`config.mk`:
```
export PLATFORM = sky130hd
export DESIGN_NAME = p2s_tx
export DESIGN_NICKNAME = d
export VERILOG_FILES = /design/src/rtl/p2s_pkg.sv /design/src/rtl/p2s_tx.sv
export SDC_FILE = /design/constraint.sdc
export NUM_CORES = 1
export LEC_CHECK = 0
export CORE_MARGIN = 2
export CORE_UTILIZATION = 50
export DETAILED_ROUTE_END_ITERATION = 8
export GPL_TIMING_DRIVEN = 0
export PLACE_DENSITY_LB_ADDON = 0.3
export SYNTH_ARGS = -nofsm -noshare
export SYNTH_HDL_FRONTEND = slang
export SYNTH_SLANG_ARGS = --single-unit
export TNS_END_PERCENT = 5
```
`constraint.sdc`:
```
create_clock -name clk -period 1.2 [get_ports clk]
set_input_delay 0.18 -clock clk [delete_from_list [all_inputs] [get_ports clk]]
set_output_delay 0.18 -clock clk [all_outputs]
set_load 0.02 [all_outputs]
```
`src/rtl/p2s_pkg.sv`:
```
// Shared types and elaboration-time helpers for the p2s_tx transmitter.
package p2s_pkg;

  typedef enum logic {
    IDLE  = 1'b0,
    SHIFT = 1'b1
  } state_e;

  function automatic int frame_len(input int width, input int parity);
    return width + ((parity != 0) ? 1 : 0);
  endfunction

  function automatic int cnt_width(input int n);
    return (n <= 2) ? 1 : $clog2(n);
  endfunction

endpackage

```
`src/rtl/p2s_tx.sv`:
```
// Parallel-to-serial transmitter with valid/ready on both sides.
// Optional even-parity beat appended after the data bits when P2S_PARITY_EN is defined.
//
// state | meaning
// IDLE  | no frame in flight, in_ready=1, ser_valid=0
// SHIFT | presenting bit cnt_q of the current frame on ser_out
module p2s_tx
  import p2s_pkg::*;
#(
  parameter int WIDTH     = 8,
  parameter int LSB_FIRST = 1
) (
  input  logic             clk,
  input  logic             rst_n,
  input  logic             in_valid,
  input  logic [WIDTH-1:0] in_data,
  output logic             in_ready,
  output logic             ser_valid,
  output logic             ser_out,
  output logic             ser_first,
  output logic             ser_last,
  input  logic             ser_ready
);

`ifdef P2S_PARITY_EN
  localparam int PARITY_EN = 1;
`else
  localparam int PARITY_EN = 0;
`endif
  localparam int FRAME_LEN = frame_len(WIDTH, PARITY_EN);
  localparam int CNT_W     = cnt_width(FRAME_LEN);
  localparam logic [CNT_W-1:0] LAST_CNT = CNT_W'(FRAME_LEN - 1);

  state_e               state_q, state_d;
  logic [FRAME_LEN-1:0] shreg_q, shreg_d;
  logic [CNT_W-1:0]     cnt_q, cnt_d;
  logic                 ser_valid_q, ser_valid_d;
  logic                 ser_first_q, ser_first_d;
  logic                 ser_last_q, ser_last_d;
  logic [FRAME_LEN-1:0] load_word;
  logic [FRAME_LEN-1:0] shifted;
  logic                 accept;
  logic                 beat;

  // Parity sits at the tail of the frame in either bit order.
  always_comb begin
`ifdef P2S_PARITY_EN
    if (LSB_FIRST != 0) load_word = {^in_data, in_data};
    else                load_word = {in_data, ^in_data};
`else
    load_word = in_data;
`endif
  end

  always_comb begin
    if (LSB_FIRST != 0) shifted = {1'b0, shreg_q[FRAME_LEN-1:1]};
    else                shifted = {shreg_q[FRAME_LEN-2:0], 1'b0};
  end

  assign in_ready = (state_q == IDLE) || ((state_q == SHIFT) && ser_last_q && ser_ready);
  assign accept   = in_valid && in_ready;
  assign beat     = (state_q == SHIFT) && ser_ready;

  always_comb begin
    state_d     = state_q;
    shreg_d     = shreg_q;
    cnt_d       = cnt_q;
    ser_valid_d = ser_valid_q;
    ser_first_d = ser_first_q;
    ser_last_d  = ser_last_q;
    if (accept) begin
      // Covers both the idle load and the reload on the final beat.
      state_d     = SHIFT;
      shreg_d     = load_word;
      cnt_d       = '0;
      ser_valid_d = 1'b1;
      ser_first_d = 1'b1;
      ser_last_d  = 1'b0;
    end else if (beat) begin
      shreg_d     = shifted;
      ser_first_d = 1'b0;
      if (ser_last_q) begin
        state_d     = IDLE;
        ser_valid_d = 1'b0;
        ser_last_d  = 1'b0;
      end else begin
        cnt_d      = cnt_q + CNT_W'(1);
        ser_last_d = ((cnt_q + CNT_W'(1)) == LAST_CNT);
      end
    end
  end

  always_ff @(posedge clk or negedge rst_n) begin
    if (!rst_n) begin
      state_q     <= IDLE;
      shreg_q     <= '0;
      cnt_q       <= '0;
      ser_valid_q <= 1'b0;
      ser_first_q <= 1'b0;
      ser_last_q  <= 1'b0;
    end else begin
      state_q     <= state_d;
      shreg_q     <= shreg_d;
      cnt_q       <= cnt_d;
      ser_valid_q <= ser_valid_d;
      ser_first_q <= ser_first_d;
      ser_last_q  <= ser_last_d;
    end
  end

  assign ser_valid = ser_valid_q;
  assign ser_first = ser_first_q;
  assign ser_last  = ser_last_q;
  assign ser_out   = (LSB_FIRST != 0) ? shreg_q[0] : shreg_q[FRAME_LEN-1];

endmodule
```
==> results_dict.tcl <==
set metrics [dict create \
    tightest_slew_ns 0.663 \
    drive_above_1_share_pct 27.0 \
    first_iter_violations 9 \
    ios 17 \
    cap_violations 0 \
    cts_inserted_buffers 3 \
    via_per_inst 5.45 \
    dieWidth_um 47.1 \
    die_area_um2 2210 \
    hold_violations 0 \
    layout.nets 126 \
    grt_start_max_net_pins 15 \
    die_h_um 47.1 \
    synth-seq-cells 14 \
    hpwl_um 1330 \
    yosys_warnings 0 \
    core_um2 1730 \
    synth_area_um2 927 \
    track_usage_pct 20.1 \
    postSynthCellCount 90 \
    cts-root-buf "clkbuf_4" \
    synthToLayoutAreaGrowth_pct 25.6 \
    start_kind "register" \
    fill_cells 146 \
    grt_pass1_wl_um 3040 \
    rows 15 \
    grt_setup_unrepaired "true" \
    required_ns 1.02 \
    p_leak_nw 0.549 \
    powerDensity_nw_per_um2 1890 \
    clockBufferDepth 2 \
    total_power_w 0.00220 \
    p_sw_share_pct 37.5 \
    seq_area_frac_synth_pct 37.8 \
    worstPathArrival_ns 1.04 \
    dpl_cell_area_um2 1110 \
    antenna_found_initial 0 \
    tns_ns -0.0240 \
    drv_slew 0 \
    power_frac_seq_pct 37.8 \
    initial_core_util_pct 53.7 \
    timing.hold.ws_ns 0.285 \
    slew_headroom_pct 55.7 \
    synth.avg_cell_area_um2 10.3 \
    final.min_clock_period_ns 1.22 \
    p_sw_w 0.000825 \
    place_congestion 0.732 \
    min-delay-path-class "in2async" \
    worst_slack_ns -0.0240 \
    ant_nets 0 \
    finalSetupViolations 1 \
    grt_pass1_vias 669 \
    clock_skew_ns 0.00693 \
    yosysUniqueCellTypes 27 \
    fmax_mhz 817 \
    p_clk_share_pct 13.5 \
    status "finished with violations" \
    wl_um 1940 \
    crit_path_end_kind "output pin" \
    pwr-share-comb_pct 48.7 \
    vias 741 \
    p_int_w 0.00138 \
    cts_tree "yes" \
    htree_levels 1 \
    seqCellArea_um2 353 \
    routedWlPerCell_um 14.2 \
    path_clk_slew_ns 0.09 \
    antennaDiodeCount 0 \
    multi_input_area_um2 509 \
    vdd_drop_max_v 0.00102 \
    crit_path_max_fanout 6 \
    pre_cts_ws_ns -0.607 \
    violations "setup timing" \
    synth_fp_nets 104 \
    final_common_cell "dfrtp_1" \
    numPortBuffers 15 \
    fin_area_um2 1160 \
    period_share_pct 102 \
    clock_sinks 14 \
    drtPass1Iterations 4 \
    drc 0 \
    crit_type "reg2out" \
    insertion_delay_ns 0.29 \
    grt_overflow 0 \
    layout_common_cells "12 x dfrtp_1, 10 x nand2b_1, 9 x mux2i_1, 9 x a21oi_1, 9 x clkdlybuf4s50_1" \
]
## area by class of cell
cell class	instances	area share, %
Tap cell	25	2.69
Multi-Input combinational cell	64	43.7
Clock buffer	4	2.26
Inverter	5	1.61
Timing Repair Buffer	17	13.9
Sequential cell	14	30.3
Buffer	7	5.59
## state kept, by name, indices dropped and copies added, names as in the netlist
name,flops
cnt_q,3
ser_valid,1
shreg_q,8
ser_last,1
ser_first,1
## logic make-up (layout without fill, tap and decap cells)
family,count (synthesis),count (layout),share of synthesized area (%)
AOI/OAI and AO/OA,25,25,18.4
and+or+nand+nor,19,19,12.4
muxes,17,17,20.2
DFF,14,14,37.8
buffers and inverters,12,33,7.56
adders and majority gates,2,2,2.70
xor gates and xnor gates,1,1,0.945
## layer usage
metal | GRT usage [%] | wire length [um] | share of wire, % | up-vias
met5 | 0 | 0 | 0 | -
li1 | - | - | - | 368
met3 | 2.31 | 51 | 2.6 | 5
met4 | 10.0 | 36 | 1.9 | 0
met2 | 32.1 | 949 | 49 | 10
met1 | 27.1 | 899 | 46 | 358
## power groups by stage
| stage | Sequential (W) | Combinational, W | Clock (W) |
|---|---|---|---|
| CTS | 0.000834 | 0.00103 | 0.000302 |
| global route | 0.000858 | 0.00119 | 0.000326 |
| detailed placement | 0.000853 | 0.00104 | 0 |
| floorplan | 0.000867 | 0.000725 | 0 |
| finish | 0.000833 | 0.00107 | 0.000297 |
| global placement | 0.000838 | 0.00101 | 0 |
## cells in the mapped netlist, drive strengths merged
cell	number	area [um2]
buf	6	47.5
o221ai	2	17.5
clkbuf	1	3.75
a22o	2	17.5
nor2	1	3.75
o22ai	9	68.8
nor2b	2	12.5
mux2	8	97.6
a21oi	9	45.0
o2bb2ai	1	8.76
o21ai	1	5.00
nand2b	10	62.6
nand4	2	12.5
ha	2	25.0
nand3	1	5.00
nand2	3	18.8
xnor2	1	8.76
dfrtp	14	350
inv	5	18.8
a21boi	1	7.51
mux2i	9	90.1
## final timing paths
path	end	cells after the start	slack, ns	from
worst max-delay path	in_ready	3	-0.02	ser_last$_DFFE_PN0P_
worst min-delay path	ser_first$_DFFE_PN0P_	1	0.28	rst_n
worst max register to register	cnt_q[0]$_DFFE_PN0P_	4	0.03	ser_last$_DFFE_PN0P_
worst min register to register	cnt_q[0]$_DFFE_PN0P_	1	0.56	cnt_q[0]$_DFFE_PN0P_
max in group asynchronous	ser_last$_DFFE_PN0P_	1	0.45	rst_n
min in group clk	ser_valid$_DFFE_PN0P_	3	0.29	in_valid
## repair_timing
action	4_1_cts	5_1_grt
hold buffers	0	0
buffers inserted	1	1
resized for setup	15	13
endpoints found under the hold margin	0	0
endpoints found under the setup margin	9	10
## worst max-delay path: stages (launching register included)
cell     delay (ns)
dfrtp_2        0.47
nand2_1        0.09
nand2_2        0.06
buf_6          0.13
## per-stage QoR
step | util [%] | cells
finish | 67.5 | 136
global route | 67.5 | 136
CTS | 65.8 | 135
detailed placement | 64.3 | 130
global placement | 64.3 | 130
floorplan | - | 90
Power figures use the tool's default switching activity.
